===== config.mk =====
export PLATFORM = sky130hd
export DESIGN_NAME = switch_allocator
export DESIGN_NICKNAME = d
export VERILOG_FILES = /design/src/rtl/switch_allocator.sv
export SDC_FILE = /design/constraint.sdc
export NUM_CORES = 1
export LEC_CHECK = 0
export CORE_ASPECT_RATIO = 2
export CORE_MARGIN = 2
export CORE_UTILIZATION = 43
export DETAILED_ROUTE_END_ITERATION = 8
export PLACE_DENSITY = 0.84
export SKIP_CTS_REPAIR_TIMING = 1
export SLEW_MARGIN = 20
export SYNTH_ARGS = -nofsm -noshare
export SYNTH_HDL_FRONTEND = slang
export SYNTH_SLANG_ARGS = --single-unit

===== constraint.sdc =====
create_clock -name clk -period 3.51 [get_ports clk]
set_input_delay 0.702 -clock clk [delete_from_list [all_inputs] [get_ports clk]]
set_output_delay 0.702 -clock clk [all_outputs]
set_load 0.02 [all_outputs]

===== src/rtl/switch_allocator.sv =====
// Round-robin wormhole switch allocator: one IDLE/BUSY FSM per output, path held until tail transfer.
// Optional per-output watchdog force-release enabled with the ALLOC_TIMEOUT_EN macro.
module switch_allocator #(
   parameter int INPUTS        = 4,
   parameter int OUTPUTS       = 4,
   parameter int REQUEST_WIDTH = 32,
   parameter int TIMEOUT       = 256
) (
   input  logic                             clk,
   input  logic                             rst,
   input  logic [INPUTS-1:0]                req_valid,
   input  logic [INPUTS*REQUEST_WIDTH-1:0]  req_dest,
   input  logic [INPUTS-1:0]                valid_in,
   input  logic [INPUTS-1:0]                ready_in,
   input  logic [INPUTS-1:0]                tail_in,
   output logic [OUTPUTS*REQUEST_WIDTH-1:0] routeSelect,
   output logic [OUTPUTS-1:0]               outputBusy,
   output logic [INPUTS-1:0]                PortReserved,
   output logic                             alloc_error
);

   localparam int PTR_W = (INPUTS > 1) ? $clog2(INPUTS) : 1;
   localparam logic [REQUEST_WIDTH-1:0] NO_ROUTE = REQUEST_WIDTH'(INPUTS);

   if (INPUTS < 2 || TIMEOUT < 2) begin : g_param_check
      $error("switch_allocator: INPUTS and TIMEOUT must both be at least 2");
   end

   typedef enum logic {IDLE = 1'b0, BUSY = 1'b1} state_t;

   state_t                   state_q [OUTPUTS];
   state_t                   state_d [OUTPUTS];
   logic [PTR_W-1:0]         owner_q [OUTPUTS];
   logic [PTR_W-1:0]         owner_d [OUTPUTS];
   logic [PTR_W-1:0]         ptr_q   [OUTPUTS];
   logic [PTR_W-1:0]         ptr_d   [OUTPUTS];
   logic [REQUEST_WIDTH-1:0] route_q [OUTPUTS];
   logic [REQUEST_WIDTH-1:0] route_d [OUTPUTS];
   logic [INPUTS-1:0]        reserved_q, reserved_d;
   logic                     err_q, err_d;
   logic [REQUEST_WIDTH-1:0] dest    [INPUTS];

   logic                     found;
   logic [PTR_W-1:0]         win;
   logic [PTR_W-1:0]         idx;
   logic [PTR_W:0]           sum;
   logic [PTR_W-1:0]         w;

`ifdef ALLOC_TIMEOUT_EN
   localparam int CNT_W = (TIMEOUT > 2) ? $clog2(TIMEOUT) : 1;
   logic [CNT_W-1:0]         cnt_q [OUTPUTS];
   logic [CNT_W-1:0]         cnt_d [OUTPUTS];
`endif

   for (genvar i = 0; i < INPUTS; i++) begin : g_unpack
      assign dest[i] = req_dest[i*REQUEST_WIDTH +: REQUEST_WIDTH];
   end

   for (genvar o = 0; o < OUTPUTS; o++) begin : g_pack
      assign routeSelect[o*REQUEST_WIDTH +: REQUEST_WIDTH] = route_q[o];
      assign outputBusy[o] = (state_q[o] == BUSY);
   end

   assign PortReserved = reserved_q;
   assign alloc_error  = err_q;

   always_comb begin
      reserved_d = reserved_q;
      err_d      = 1'b0;
      found      = 1'b0;
      win        = '0;
      idx        = '0;
      sum        = '0;
      w          = '0;
      for (int o = 0; o < OUTPUTS; o++) begin
         state_d[o] = state_q[o];
         owner_d[o] = owner_q[o];
         ptr_d[o]   = ptr_q[o];
         route_d[o] = route_q[o];
`ifdef ALLOC_TIMEOUT_EN
         cnt_d[o]   = cnt_q[o];
`endif
         case (state_q[o])
            IDLE: begin
               // Search upward from the pointer, wrapping modulo INPUTS (non-power-of-2 safe).
               found = 1'b0;
               win   = '0;
               for (int k = 0; k < INPUTS; k++) begin
                  sum = {1'b0, ptr_q[o]} + (PTR_W+1)'(k);
                  if (sum >= (PTR_W+1)'(INPUTS))
                     sum = sum - (PTR_W+1)'(INPUTS);
                  idx = sum[PTR_W-1:0];
                  if (!found && req_valid[idx] && !reserved_q[idx] &&
                      dest[idx] == REQUEST_WIDTH'(o)) begin
                     found = 1'b1;
                     win   = idx;
                  end
               end
               if (found) begin
                  state_d[o]      = BUSY;
                  owner_d[o]      = win;
                  route_d[o]      = REQUEST_WIDTH'(win);
                  reserved_d[win] = 1'b1;
`ifdef ALLOC_TIMEOUT_EN
                  cnt_d[o]        = '0;
`endif
               end
            end
            BUSY: begin
               w = owner_q[o];
               if (valid_in[w] && ready_in[w] && tail_in[w]) begin
                  state_d[o]    = IDLE;
                  route_d[o]    = NO_ROUTE;
                  reserved_d[w] = 1'b0;
                  ptr_d[o]      = (w == PTR_W'(INPUTS-1)) ? '0 : w + 1'b1;
               end
`ifdef ALLOC_TIMEOUT_EN
               else if (valid_in[w] && ready_in[w]) begin
                  cnt_d[o] = '0;
               end else if (cnt_q[o] == CNT_W'(TIMEOUT-1)) begin
                  // Watchdog release behaves exactly like a tail transfer.
                  state_d[o]    = IDLE;
                  route_d[o]    = NO_ROUTE;
                  reserved_d[w] = 1'b0;
                  ptr_d[o]      = (w == PTR_W'(INPUTS-1)) ? '0 : w + 1'b1;
                  err_d         = 1'b1;
               end else begin
                  cnt_d[o] = cnt_q[o] + 1'b1;
               end
`endif
            end
            default: state_d[o] = IDLE;
         endcase
      end
   end

   always_ff @(posedge clk or posedge rst) begin
      if (rst) begin
         for (int o = 0; o < OUTPUTS; o++) begin
            state_q[o] <= IDLE;
            owner_q[o] <= '0;
            ptr_q[o]   <= '0;
            route_q[o] <= NO_ROUTE;
`ifdef ALLOC_TIMEOUT_EN
            cnt_q[o]   <= '0;
`endif
         end
         reserved_q <= '0;
         err_q      <= 1'b0;
      end else begin
         for (int o = 0; o < OUTPUTS; o++) begin
            state_q[o] <= state_d[o];
            owner_q[o] <= owner_d[o];
            ptr_q[o]   <= ptr_d[o];
            route_q[o] <= route_d[o];
`ifdef ALLOC_TIMEOUT_EN
            cnt_q[o]   <= cnt_d[o];
`endif
         end
         reserved_q <= reserved_d;
         err_q      <= err_d;
      end
   end

endmodule


* Yosys cells after proc, flatten, opt, wreduce, memory -nomap -nowiden
Cells that the tools add are included.
** Cells by class
- Magnitude comparators :: 64
- Eq/ne operators :: 24
- Reductions and logical operators :: 104
- Multiplexer cells :: 276
- Add/sub/neg operators :: 32
- Bitwise logic cells :: 32
** Operator list (number)
- two-way mux 32 bit :: 40
- binary-select mux 32 bit (select 2 bit) :: 16
- == test 32 x 2 -> 1 bit (second input constant) :: 8
- case mux 32 bit (2 select lines) :: 4
- == test 32 x 1 -> 1 bit (second input constant) :: 4
- zero test 32 bit :: 4
- two-way mux 2 bit :: 56
- two-way mux 1 bit :: 92
- binary-select mux 1 bit (select 2 bit) :: 44
- greater-or-equal comparator 3 bit (second input constant) :: 28
- less-than comparator 2 x 3 -> 1 bit (second input constant) :: 24
- logical AND 1 bit :: 60
- NOT 2 -> 3 bit :: 16
- two-way mux 4 bit :: 8
- case mux 4 bit (2 select lines) :: 4
- subtractor 2 x 1 -> 2 bit (second input constant) :: 16
- zero test 1 bit :: 28
- adder 2 x 2 -> 3 bit (second input constant) :: 8
- AND reduction 2 bit :: 12
- AND 4 bit :: 4
- demux 1 bit (select 2 bit) :: 8
- greater-or-equal comparator 2 x 1 -> 1 bit (second input constant) :: 8
- NOT 4 bit :: 4
- bitwise OR 4 bit :: 4
- 8 further kinds :: 32
** Storage, ports and cells
- Output and inout port bits :: 137
- Word-level logic and storage cells :: 549
- Input bits :: 146
- Register bits after elaboration :: 152

* Longest topological paths before layout
Gate-level depths: netlist (run 1).
- Depth in word-level cells :: 45
- Depth in mapped cells :: 12
- Depth with buffers taken out :: 9

* Least setup slack after synthesis (run 1)
No wires, ideal clock.
- Path type :: in2reg
- Start :: input port req_dest[88]
- End :: register reserved_q[0] (netlist: PortReserved[0])
- Stages :: 9
- Buffers on the path :: 0
- Path slack :: 0.397 ns
- Arrival time :: 2.975 ns
- Required time :: 3.372 ns
- Setup time :: 0.138 ns
- Cells stage by stage :: or4_1 -> or4_1 -> a222oi_1 -> nand2b_1 -> a21oi_1 -> a2111oi_0 -> nor4b_1 -> a41oi_1 -> o211ai_1
** On the way
- Cells in the longest elaborated chain, start to end :: 41
- Elaborated cells on any way between the ends :: 206
- Classes of those cells :: order compare (8); eq/ne (12); mux (119); bitwise (7); reduce/logical (60)
** RTL lines
- start: declaration :: RTL line 12 : input logic [INPUTS*REQUEST_WIDTH-1:0] req_dest,
- binary-select mux 32 bit (select 2 bit) :: RTL line 94 : dest[idx] == REQUEST_WIDTH'(o)) begin
- two-way mux 32 bit (not written as such) (2 in series) :: RTL line 94
- zero test 32 bit :: RTL line 94
- logical AND 1 bit :: RTL line 93 : if (!found && req_valid[idx] && !reserved_q[idx] &&
- two-way mux 1 bit :: RTL line 93
- two-way mux 1 bit :: RTL line 83 : case (state_q[o])
- zero test 1 bit :: RTL line 93
- logical AND 1 bit (3 in series) :: RTL line 93
- [... 23 more ...]
- case mux 4 bit (2 select lines) :: RTL line 83
- AND 4 bit (no source line) / bitwise OR 4 bit (equally long branches)
- two-way mux 4 bit, on equally long branches :: RTL line 111, 99
- case mux 4 bit (2 select lines) :: RTL line 83
- AND 4 bit (no source line) / bitwise OR 4 bit (equally long branches)
- two-way mux 4 bit, on equally long branches :: RTL line 111, 99
- case mux 4 bit (2 select lines) (*) :: RTL line 83
- named net reserved_d[0] :: RTL line 39 : logic [INPUTS-1:0] reserved_q, reserved_d;
- end signal: assignment :: RTL line 160 : reserved_q <= reserved_d;
- end: declaration :: RTL line 39
Mark *: on every way through the listed nets, which the timed path passes. The rest lies on a longest branch. The select of a mux whose other input is x is not followed.
A chain may end at the register's enable or synchronous reset.

* Worst setup path in the final report (run 1)
- Start :: input port req_dest[68]
- End :: register reserved_q[2] (netlist: PortReserved[2])
The elaborated chain is that of the path after synthesis.

==> metrics.csv, run 1 <==
metric,value,unit
clkSinkCount,36,
cts_tree,yes,
grt_usage,42.37,%
drt_iter0_drc,892,
setup.worst_path.end_class,flip-flop,
tightestPinTransition,0.6971,ns
setup_violations,3,
cts_buffers,5,
rows,60,
hp-class,reg2reg,
setup.worst_path.start_class,input port,
ant_nets,0,
clk_pin_slew_worst_paths,0.06,ns
numPortBuffers,165,
finalPower,1.693,mW
ys.flop_type,dfrtp_1,
antenna_found_initial,0,
grt_pass1_wl,46680,microns
r2r_cells,11,
fp.dieW,87.13,microns
synthesis.area,0.005943,sq mm
max-cap-violations,0,
status,"finished, violations left",
first_global_vias,8460,
wirelength,34100,microns
whs_path_depth,2,
instances_no_fill,1385,
clock_path_buffers,2,
peakVddDrop,342.3,uV
antenna_cells,0,
ys_seq_elements,36,
cp.required,3.73,ns
setup_ws,-0.02925,ns
path_class,in2reg,
hold_ws,0.4803,ns
critical_path_arrival,3.76,ns
slew_headroom,53.53,%
routedWlPerCell,24.62,microns
finalClockSkew,0.009946,ns
min_period,3.539,ns
drc_errors,0,
synthesis.instances,815,
yosys_warnings,0,
overflow,0,
crit_fanout,5,
final_common_cell,buf_4,
clock_latency,0.30,ns
static-leakage-power,4.634,nW
grt_max_degree,39,
violations,setup timing,
fmax,0.2825,GHz
slew_violations,0,
hold_viol_final,0,
async_reset_ff_share,100.0,%
power_density,169.1,mW/mm^2
final_nets,1391,
syn_area_per_cell,7.292,sq um
dieArea,0.01483,sq mm
start_util,43.98,%
viasPerCell,6.441,
area_growth,68.46,%
fin_crit_sh,100.8,%
synth_edf_count,0,
die_h,170.3,microns
clockRootBuffer,clkbuf_16,
yosysSeqAreaShare,15.24,%
dr.pass1.iters,6,
htree_levels,2,
core_area,0.01351,sq mm
layout-drive-gt1-share,30.73,%
yosysUniqueCellTypes,85,
final_cell_mix,"buf_4 (261), clkdlybuf4s50_1 (129), conb_1 (117)",
num_io_pins,283,
place_hpwl,25700,microns
place.gp.congestion,1.092,
placed_cells,1365,
vias,8921,
## metal layers
metal / routed length, microns / vias to the layer above / track usage [%]
met5: 0 / - / 0
met4: 4168 / 0 / 39.93
met3: 3523 / 310 / 11.30
met2: 16700 / 816 / 74.61
met1: 9704 / 4059 / 37.03
li1: - / 3736 / -
## Yosys cell counts (all sizes together) (14+ instances only)
master,number,area [sq um]
nor4,49,371.6
nand4,44,281.5
ha,16,200.2
nand2,94,352.8
o22ai,14,87.58
clkbuf,15,56.30
nor3,36,190.2
nor2,57,214.0
dfrtp,32,800.8
inv,27,101.4
o21ai,32,163.9
nand3,36,180.2
buf,125,925.9
or3,14,92.59
or4,19,146.4
## worst paths after layout
path / start / end / slack, ns
min in group asynchronous: rst / ptr_q[4]$_DFFE_PP0P_ / 0.82
setup / recovery: req_dest[68] / PortReserved[2]$_DFF_PP0_ / -0.03
max in group asynchronous: rst / routeSelect[66]$_DFFE_PP1P_ / 2.31
hold / removal: routeSelect[0]$_DFFE_PP0P_ / routeSelect[0]$_DFFE_PP0P_ / 0.48
hold reg to reg: routeSelect[0]$_DFFE_PP0P_ / routeSelect[0]$_DFFE_PP0P_ / 0.48
setup reg to reg: ptr_q[2]$_DFFE_PP0P_ / PortReserved[1]$_DFF_PP0_ / 0.14
## cell families after synthesis
group / Yosys count / synth area share, %
buf+inv: 167 / 18.23
compound gates: 155 / 19.54
fa+ha+maj: 16 / 3.368
simple gates: 431 / 41.37
mux: 9 / 2.189
other cells: 1 / 0.06310
flops: 36 / 15.24
## metrics by stage
stage	utilization [%]	worst slack [ns]	TNS, ns	instance area [sq um]
floorplan	-	0.3972	0	6379
global placement	67.89	-0.6667	-4.284	9174
detailed placement	67.89	-0.6260	-4.748	9174
CTS	69.13	-0.3808	-1.140	9341
global route	74.09	-0.2008	-0.4578	10010
finish	74.09	-0.02925	-0.06131	10010
## report_power, final
| group | total [mW] | leakage [nW] | switching, mW | internal [mW] |
|---|---|---|---|---|
| registers | 0.438 | 0.412 | 0.00973 | 0.428 |
| logic | 0.728 | 4.14 | 0.418 | 0.310 |
| clock network | 0.528 | 0.0798 | 0.194 | 0.334 |
| total | 1.69 | 4.63 | 0.621 | 1.07 |
## sequential cells by signal, indices dropped and copies added, names as in the netlist
signal and flops:
owner_q 8, routeSelect 12, ptr_q 8, PortReserved 4
outputBusy 4
## cell type report
type / count / area, sq um
tap: 155 / 193.9
clock inverter: 3 / 42.54
timing repair buffer: 431 / 3775
sequential: 36 / 905.9
fill: 987 / 3501
multi-input combinational: 728 / 4868
clock buffer: 5 / 125.1
inverter: 27 / 101.3
## worst max-delay path: stages
cell and delay (ns):
clkdlybuf4s50_1 0.48, nor4_2 0.35, buf_4 0.20, nand4b_1 0.17
a21oi_1 0.36, nand3_1 0.18, a222oi_1 0.42, or4b_4 0.55
o21ba_2 0.23, o21ai_2 0.12
Power figures use the tool's default switching activity.
==> run 2: changes to the inputs <==
--- a/config.mk
+++ b/config.mk
@@ -10,8 +10,10 @@
 export CORE_UTILIZATION = 43
 export DETAILED_ROUTE_END_ITERATION = 8
 export PLACE_DENSITY = 0.84
+export SETUP_SLACK_MARGIN = 0.15
 export SKIP_CTS_REPAIR_TIMING = 1
 export SLEW_MARGIN = 20
 export SYNTH_ARGS = -nofsm -noshare
 export SYNTH_HDL_FRONTEND = slang
 export SYNTH_SLANG_ARGS = --single-unit
+export TNS_END_PERCENT = 30
==> run 2 against run 1 <==
  * The flow finishes with violations (DRC, setup timing)
  * Die area unchanged
  * First-iteration DRC count increased by 14%
  * Critical path depth increased by 2
  * Count of clock-buffer cells in the layout unchanged
  * Cell count increased by 0.36%
  * Worst hold slack got worse by 0.0026 ns
  * Clock power increased by 0.8%
  * Critical endpoint is now PortReserved[0]$_DFF_PP0_
==> metrics.csv, run 2 (synthesis gave the netlist of run 1 again) <==
metric,value,unit,change
antenna_cells,0,,unchanged
crit_fanout,5,,unchanged
clock_path_buffers,2,,unchanged
cp_slowest_cell,o31ai_1,,was or4b_4
drt_iter0_drc,1015,,was 892
fmax,0.2558,GHz,was 0.2825 GHz
setup_violations,4,,was 3
violations,"DRC, setup timing",,was setup timing
rows,60,,unchanged
area_growth,74.59,%,was 68.46%
hp-class,reg2reg,,unchanged
viasPerCell,6.591,,was 6.441
critical_path_arrival,4.10,ns,was 3.76 ns
power.share.clock,31.0,%,was 31.2%
status,"finished, violations left",,unchanged
static-leakage-power,4.943,nW,was 4.634 nW
slew_headroom,49.48,%,was 53.53%
r2r_cells,11,,unchanged
placed_cells,1365,,unchanged
crit_end,PortReserved[0]$_DFF_PP0_,,was PortReserved[2]$_DFF_PP0_
largest_register_ffs,12,,unchanged
final_nets,1396,,was 1391
setup_ws,-0.3991,ns,was -0.02925 ns
rsz0062_at_grt,yes,,
clockRootBuffer,clkbuf_16,,unchanged
htree_levels,2,,unchanged
overflow,0,,unchanged
power_density,165.6,mW/mm^2,was 169.1 mW/mm^2
fillCellCount,932,,was 987
grt_usage,42.37,%,unchanged
layout-drive-gt1-share,34.82,%,was 30.73%
p_seq_share,25.5,%,was 25.8%
cts_tree,yes,,unchanged
multi_input_area,0.005146,sq mm,was 0.004868 sq mm
internal_power,1.072,mW,about the same
peakVddDrop,339.8,uV,was 342.3 uV
setup.worst_path.end_class,flip-flop,,unchanged
p_sw_share,37.59,%,was 36.69%
numPortBuffers,165,,unchanged
instances_no_fill,1390,,was 1385
num_io_pins,283,,unchanged
tightestPinTransition,0.7514,ns,was 0.6971 ns
comb_power_share,43.5,%,was 43.0%
clkSinkCount,36,,unchanged
path_class,in2reg,,unchanged
critPathLaunch,req_dest[45],,was req_dest[68]
hold_viol_final,0,,unchanged
antenna_found_initial,0,,unchanged
max-cap-violations,0,,unchanged
wirelength,35580,microns,was 34100 microns
cts_buffers,5,,unchanged
final_cell_mix,"buf_4 (264), conb_1 (117), clkdlybuf4s50_1 (103)",,"was buf_4 (261), clkdlybuf4s50_1 (129), conb_1 (117)"
p_sw,0.6458,mW,was 0.6213 mW
r2r_end,PortReserved[0]$_DFF_PP0_,,was PortReserved[1]$_DFF_PP0_
finalClockSkew,0.01198,ns,was 0.009946 ns
cp_top_family,simple AND/OR/NAND/NOR gates,,unchanged
final_common_cell,buf_4,,unchanged
min_period,3.909,ns,was 3.539 ns
critPathMaxStageDelay,0.66,ns,was 0.55 ns
vias,9161,,was 8921
crit_buf_inv,3,,was 2
place.gp.congestion,1.092,,unchanged
seq_area,905.9,sq um,unchanged
core_area,0.01351,sq mm,unchanged
path_depth,12,,was 10
ant_nets,0,,unchanged
grt_pass1_wl,46680,microns,unchanged
crit_chain,clkdlybuf4s50_1 -> or3_4 -> buf_4 -> or3_4 -> o31ai_2 -> buf_4 -> and4_1 -> a221o_1 -> a22oi_1 -> o31ai_1 -> nand2_1 -> o211ai_1,,was clkdlybuf4s50_1 -> nor4_2 -> buf_4 -> nand4b_1 -> a21oi_1 -> nand3_1 -> a222oi_1 -> or4b_4 -> o21ba_2 -> o21ai_2
grt_max_degree,39,,unchanged
drc_errors,22,,was 0
cp.required,3.70,ns,was 3.73 ns
dr.pass1.iters,9,,was 6
min_from,routeSelect[0]$_DFFE_PP0P_,,unchanged
dieArea,0.01483,sq mm,unchanged
routedWlPerCell,25.60,microns,was 24.62 microns
r2r_slack,-0.02,ns,was 0.14 ns
place_ws,-0.6260,ns,unchanged
slew_violations,0,,unchanged
r2r_start,ptr_q[6]$_DFFE_PP0P_,,was ptr_q[2]$_DFFE_PP0P_
start_util,43.98,%,unchanged
die_h,170.3,microns,unchanged
clock_latency,0.30,ns,about the same
first_global_vias,8460,,unchanged
clk_pin_slew_worst_paths,0.07,ns,was 0.06 ns
setup.worst_path.start_class,input port,,unchanged
place_hpwl,25700,microns,unchanged
fin_crit_sh,111.4,%,was 100.8%
fp.dieW,87.13,microns,unchanged
==> run 2: changes by cell type in the layout (fill, tap and decap cells not counted), sizes merged <==
cell / delta
clkbuf: +3
dlymetal6s2s: +22
clkdlybuf4s50: -26
buf: +6
==> run 2: cell type report <==
type	count	area share (%)
timing repair buffer	436	37.21
inverter	27	0.9767
tap	155	1.869
multi-input combinational	728	49.60
sequential	36	8.730
clock inverter	3	0.4100
clock buffer	5	1.206
==> run 2: worst reg2reg max path, cell delays in order, from the launching register on <==
cell and delay (ns):
dfrtp_1 0.67, or4_1 0.66, nor4_2 0.19, buf_4 0.17
o211ai_1 0.11, buf_4 0.19, nor2_1 0.19, buf_4 0.17
nor4bb_1 0.05, o31ai_1 0.62, nand2_1 0.21, o211ai_1 0.19
==> run 2: through the flow <==
step	hold WS [ns]	instance area, sq um	utilization (%)	total power, mW	TNS [ns]
6_report	0.4777	10380	76.79	1.718	-0.6235
3_3_place_gp	0.4540	9174	67.89	1.099	-4.284
5_1_grt	0.5101	10380	76.79	1.764	-1.414
4_1_cts	0.4798	9341	69.13	1.628	-1.140
3_5_place_dp	0.4579	9174	67.89	1.105	-4.748
2_1_floorplan	0.4884	6379	-	0.7984	0
==> run 2: worst min-delay path by stage <==
stage,endpoint,slack (ns),cells after the start
floorplan,outputBusy[1]$_DFF_PP0_,0.49,2
global placement,routeSelect[1]$_DFFE_PP0P_,0.45,2
detailed placement,routeSelect[0]$_DFFE_PP0P_,0.46,2
CTS,routeSelect[0]$_DFFE_PP0P_,0.48,2
global route,routeSelect[64]$_DFFE_PP0P_,0.51,2
finish,routeSelect[0]$_DFFE_PP0P_,0.48,2
==> run 2: power by group through the flow <==
stage / logic [mW] / registers (mW) / clock network, mW
finish: 0.748 / 0.438 / 0.532
detailed placement: 0.661 / 0.444 / 0
floorplan: 0.353 / 0.446 / 0
global placement: 0.656 / 0.443 / 0
CTS: 0.665 / 0.437 / 0.527
global route: 0.778 / 0.438 / 0.548
==> run 2: routing by layer <==
layer / track usage (%) / vias up / routed length [microns] / share of wire [%]
li1: - / 3756 / - / -
met1: 37.03 / 4157 / 9956 / 28
met2: 74.61 / 899 / 17130 / 48
met3: 11.30 / 349 / 3909 / 11
met4: 39.93 / 0 / 4592 / 13
met5: 0 / - / 0 / 0
==> run 3: changes to the inputs <==
--- a/config.mk
+++ b/config.mk
@@ -5,7 +5,7 @@
 export SDC_FILE = /design/constraint.sdc
 export NUM_CORES = 1
 export LEC_CHECK = 0
-export CORE_ASPECT_RATIO = 2
+export CORE_ASPECT_RATIO = 0.9
 export CORE_MARGIN = 2
 export CORE_UTILIZATION = 43
 export DETAILED_ROUTE_END_ITERATION = 8
==> constraint.sdc (replaced) <==
create_clock -name clk -period 4 [get_ports clk]
set_input_delay 0.8 -clock clk [delete_from_list [all_inputs] [get_ports clk]]
set_output_delay 0.8 -clock clk [all_outputs]
set_load 0.02 [all_outputs]
==> run 3 against run 2 <==
  * The flow now finishes without violations
  * Count of clock-buffer cells in the layout is the same
  * Cell count shrank 11%
  * Total power shrank 22%
  * Worst setup slack gained 0.62 ns
  * Clock skew shrank 0.0027 ns
  * Sequential power shrank 8.7%
  * Flip-flop and latch count is the same
  * Clock power shrank 16%
  * Via count shrank 18%
  * Register-to-register slack gained 0.66 ns
  * First-iteration DRC count shrank 17%
  * Utilization shrank 16 points
  * Critical path type unchanged
  * Largest power group unchanged
==> metrics.csv, run 3 (synthesis gave the netlist of run 1 again) <==
metric,value,unit,change
grt_usage,30.03,%,was 42.37%
whs_path_depth,2,,unchanged
cts_tree,yes,,unchanged
tightestPinTransition,0.9324,ns,was 0.7514 ns
place_hpwl,19040,microns,was 25700 microns
viasPerCell,6.101,,was 6.591
core_area,0.01341,sq mm,was 0.01351 sq mm
drc_errors,0,,was 22
slew_headroom,37.84,%,was 49.48%
crit_buf_inv,3,,unchanged
placed_cells,1225,,was 1365
finalClockSkew,0.009298,ns,was 0.01198 ns
routedWlPerCell,18.94,microns,was 25.60 microns
critPathLaunch,req_dest[62],,was req_dest[45]
path_class,in2reg,,unchanged
r2r_slack,0.64,ns,was -0.02 ns
cp_top_family,simple AND/OR/NAND/NOR gates,,unchanged
dr.pass1.iters,7,,was 9
vias,7523,,was 9161
power_density,164.1,mW/mm^2,was 165.6 mW/mm^2
hp-class,reg2reg,,unchanged
fillCellCount,1191,,was 932
grt_pass1_wl,35370,microns,was 46680 microns
antenna_found_initial,0,,unchanged
rows,40,,was 60
dieArea,0.01478,sq mm,was 0.01483 sq mm
setup.worst_path.start_class,input port,,unchanged
rsz0062_at_grt,yes,,unchanged
clock_path_buffers,2,,unchanged
start_util,44.31,%,was 43.98%
path_depth,12,,unchanged
cts_buffers,5,,unchanged
clkSinkCount,36,,unchanged
clk_pin_slew_worst_paths,0.06,ns,was 0.07 ns
area_growth,37.73,%,was 74.59%
numPortBuffers,165,,unchanged
ant_nets,0,,unchanged
final_nets,1226,,was 1396
r2r_cells,9,,was 11
slew_violations,0,,unchanged
grt_max_degree,37,,was 39
fin_area,0.008185,sq mm,was 0.01038 sq mm
status,finished clean,,"was finished, violations left"
critical_path_arrival,3.96,ns,was 4.10 ns
crit_fanout,3,,was 5
final_cell_mix,"clkdlybuf4s50_1 (165), conb_1 (117), buf_4 (101)",,"was buf_4 (264), conb_1 (117), clkdlybuf4s50_1 (103)"
r2r_start,ptr_q[2]$_DFFE_PP0P_,,was ptr_q[6]$_DFFE_PP0P_
layout-drive-gt1-share,13.52,%,was 34.82%
fmax,0.2645,GHz,
first_global_vias,6901,,was 8460
place_ws,-0.007764,ns,was -0.6260 ns
finalPower,1.343,mW,was 1.718 mW
place.gp.congestion,0.9813,,was 1.092
postPlaceCellArea,0.008016,sq mm,was 0.009174 sq mm
setup.worst_path.end_class,flip-flop,,unchanged
static-leakage-power,3.304,nW,was 4.943 nW
tns,0,ns,was -0.6235 ns
fin_util,61.03,%,was 76.79%
hold_viol_final,0,,unchanged
critPathMaxStageDelay,0.64,ns,was 0.66 ns
fp.dieW,127.9,microns,was 87.13 microns
cp.required,4.18,ns,was 3.70 ns
peakVddDrop,134.1,uV,was 339.8 uV
num_io_pins,283,,unchanged
hold_ws,0.4798,ns,was 0.4777 ns
r2r_end,PortReserved[1]$_DFF_PP0_,,was PortReserved[0]$_DFF_PP0_
setup_violations,0,,was 4
wirelength,23360,microns,was 35580 microns
clock_latency,0.29,ns,was 0.30 ns
min_from,routeSelect[1]$_DFFE_PP0P_,,was routeSelect[0]$_DFFE_PP0P_
overflow,0,,unchanged
antenna_cells,0,,unchanged
fin_crit_sh,94.52,%,
crit_chain,clkdlybuf4s50_1 -> nor4b_1 -> buf_4 -> nand3_1 -> or4_1 -> a211oi_1 -> a211oi_1 -> nor4_1 -> buf_4 -> nand3b_1 -> o221a_1 -> o21ai_2,,was clkdlybuf4s50_1 -> or3_4 -> buf_4 -> or3_4 -> o31ai_2 -> buf_4 -> and4_1 -> a221o_1 -> a22oi_1 -> o31ai_1 -> nand2_1 -> o211ai_1
crit_end,PortReserved[2]$_DFF_PP0_,,was PortReserved[0]$_DFF_PP0_
htree_levels,2,,unchanged
clockRootBuffer,clkbuf_16,,unchanged
max-cap-violations,0,,unchanged
cp_slowest_cell,or4_1,,was o31ai_1
final_common_cell,clkdlybuf4s50_1,,was buf_4
min_period,3.781,ns,
largest_register_ffs,12,,unchanged
drt_iter0_drc,838,,was 1015
setup_ws,0.2193,ns,was -0.3991 ns
die_h,115.5,microns,was 170.3 microns
instances_no_fill,1233,,was 1390
run 3: changes by cell type in the layout (fill, tap and decap cells not counted), moves of 8 or more:
cell	delta
nor3_2	-11
dlymetal6s2s_1	-58
nor4_4	-8
nor4_1	+25
nor4_2	-17
buf_4	-163
or4_4	-13
or4_1	+13
clkdlybuf4s50_1	+62
nor3_1	+13
run 3: layout make-up:
| cell class | instances | area, sq um | share of cell area (%) |
|---|---|---|---|
| multi-input combinational | 728 | 4390 | 53.64 |
| timing repair buffer | 266 | 2410 | 29.44 |
| sequential | 36 | 905.9 | 11.07 |
| tap | 168 | 210.2 | 2.568 |
| clock buffer | 5 | 125.1 | 1.529 |
| inverter | 27 | 101.3 | 1.238 |
| clock inverter | 3 | 42.54 | 0.5197 |
run 3: routing by layer:
layer  vias to the layer above  wire length, microns  GRT usage (%)
met2                       514                 11090          52.16
met4                         0                   680          9.817
li1                       3412                     -              -
met5                         -                     0              0
met1                      3535                  9176          38.22
met3                        62                  2405          5.032
run 3: worst min path at each step:
stage	endpoint	slack (ns)
final	routeSelect[1]$_DFFE_PP0P_	0.48
after global routing	routeSelect[1]$_DFFE_PP0P_	0.51
after CTS	routeSelect[1]$_DFFE_PP0P_	0.48
after detailed placement	routeSelect[1]$_DFFE_PP0P_	0.47
after global placement	routeSelect[0]$_DFFE_PP0P_	0.45
after floorplan	outputBusy[1]$_DFF_PP0_	0.49
run 3: worst register-to-register path: cells and delay by family (launching register included):
kind               cells  cell delay [ns]
AOI/OAI and AO/OA      3             0.61
DFF                    1             0.75
and+or+nand+nor        6             1.91
run 3: report_power, final:
group / switching (mW) / leakage [nW] / internal [mW]
clock network: 0.155 / 0.0798 / 0.293
registers: 0.0247 / 0.412 / 0.375
logic: 0.280 / 2.81 / 0.215
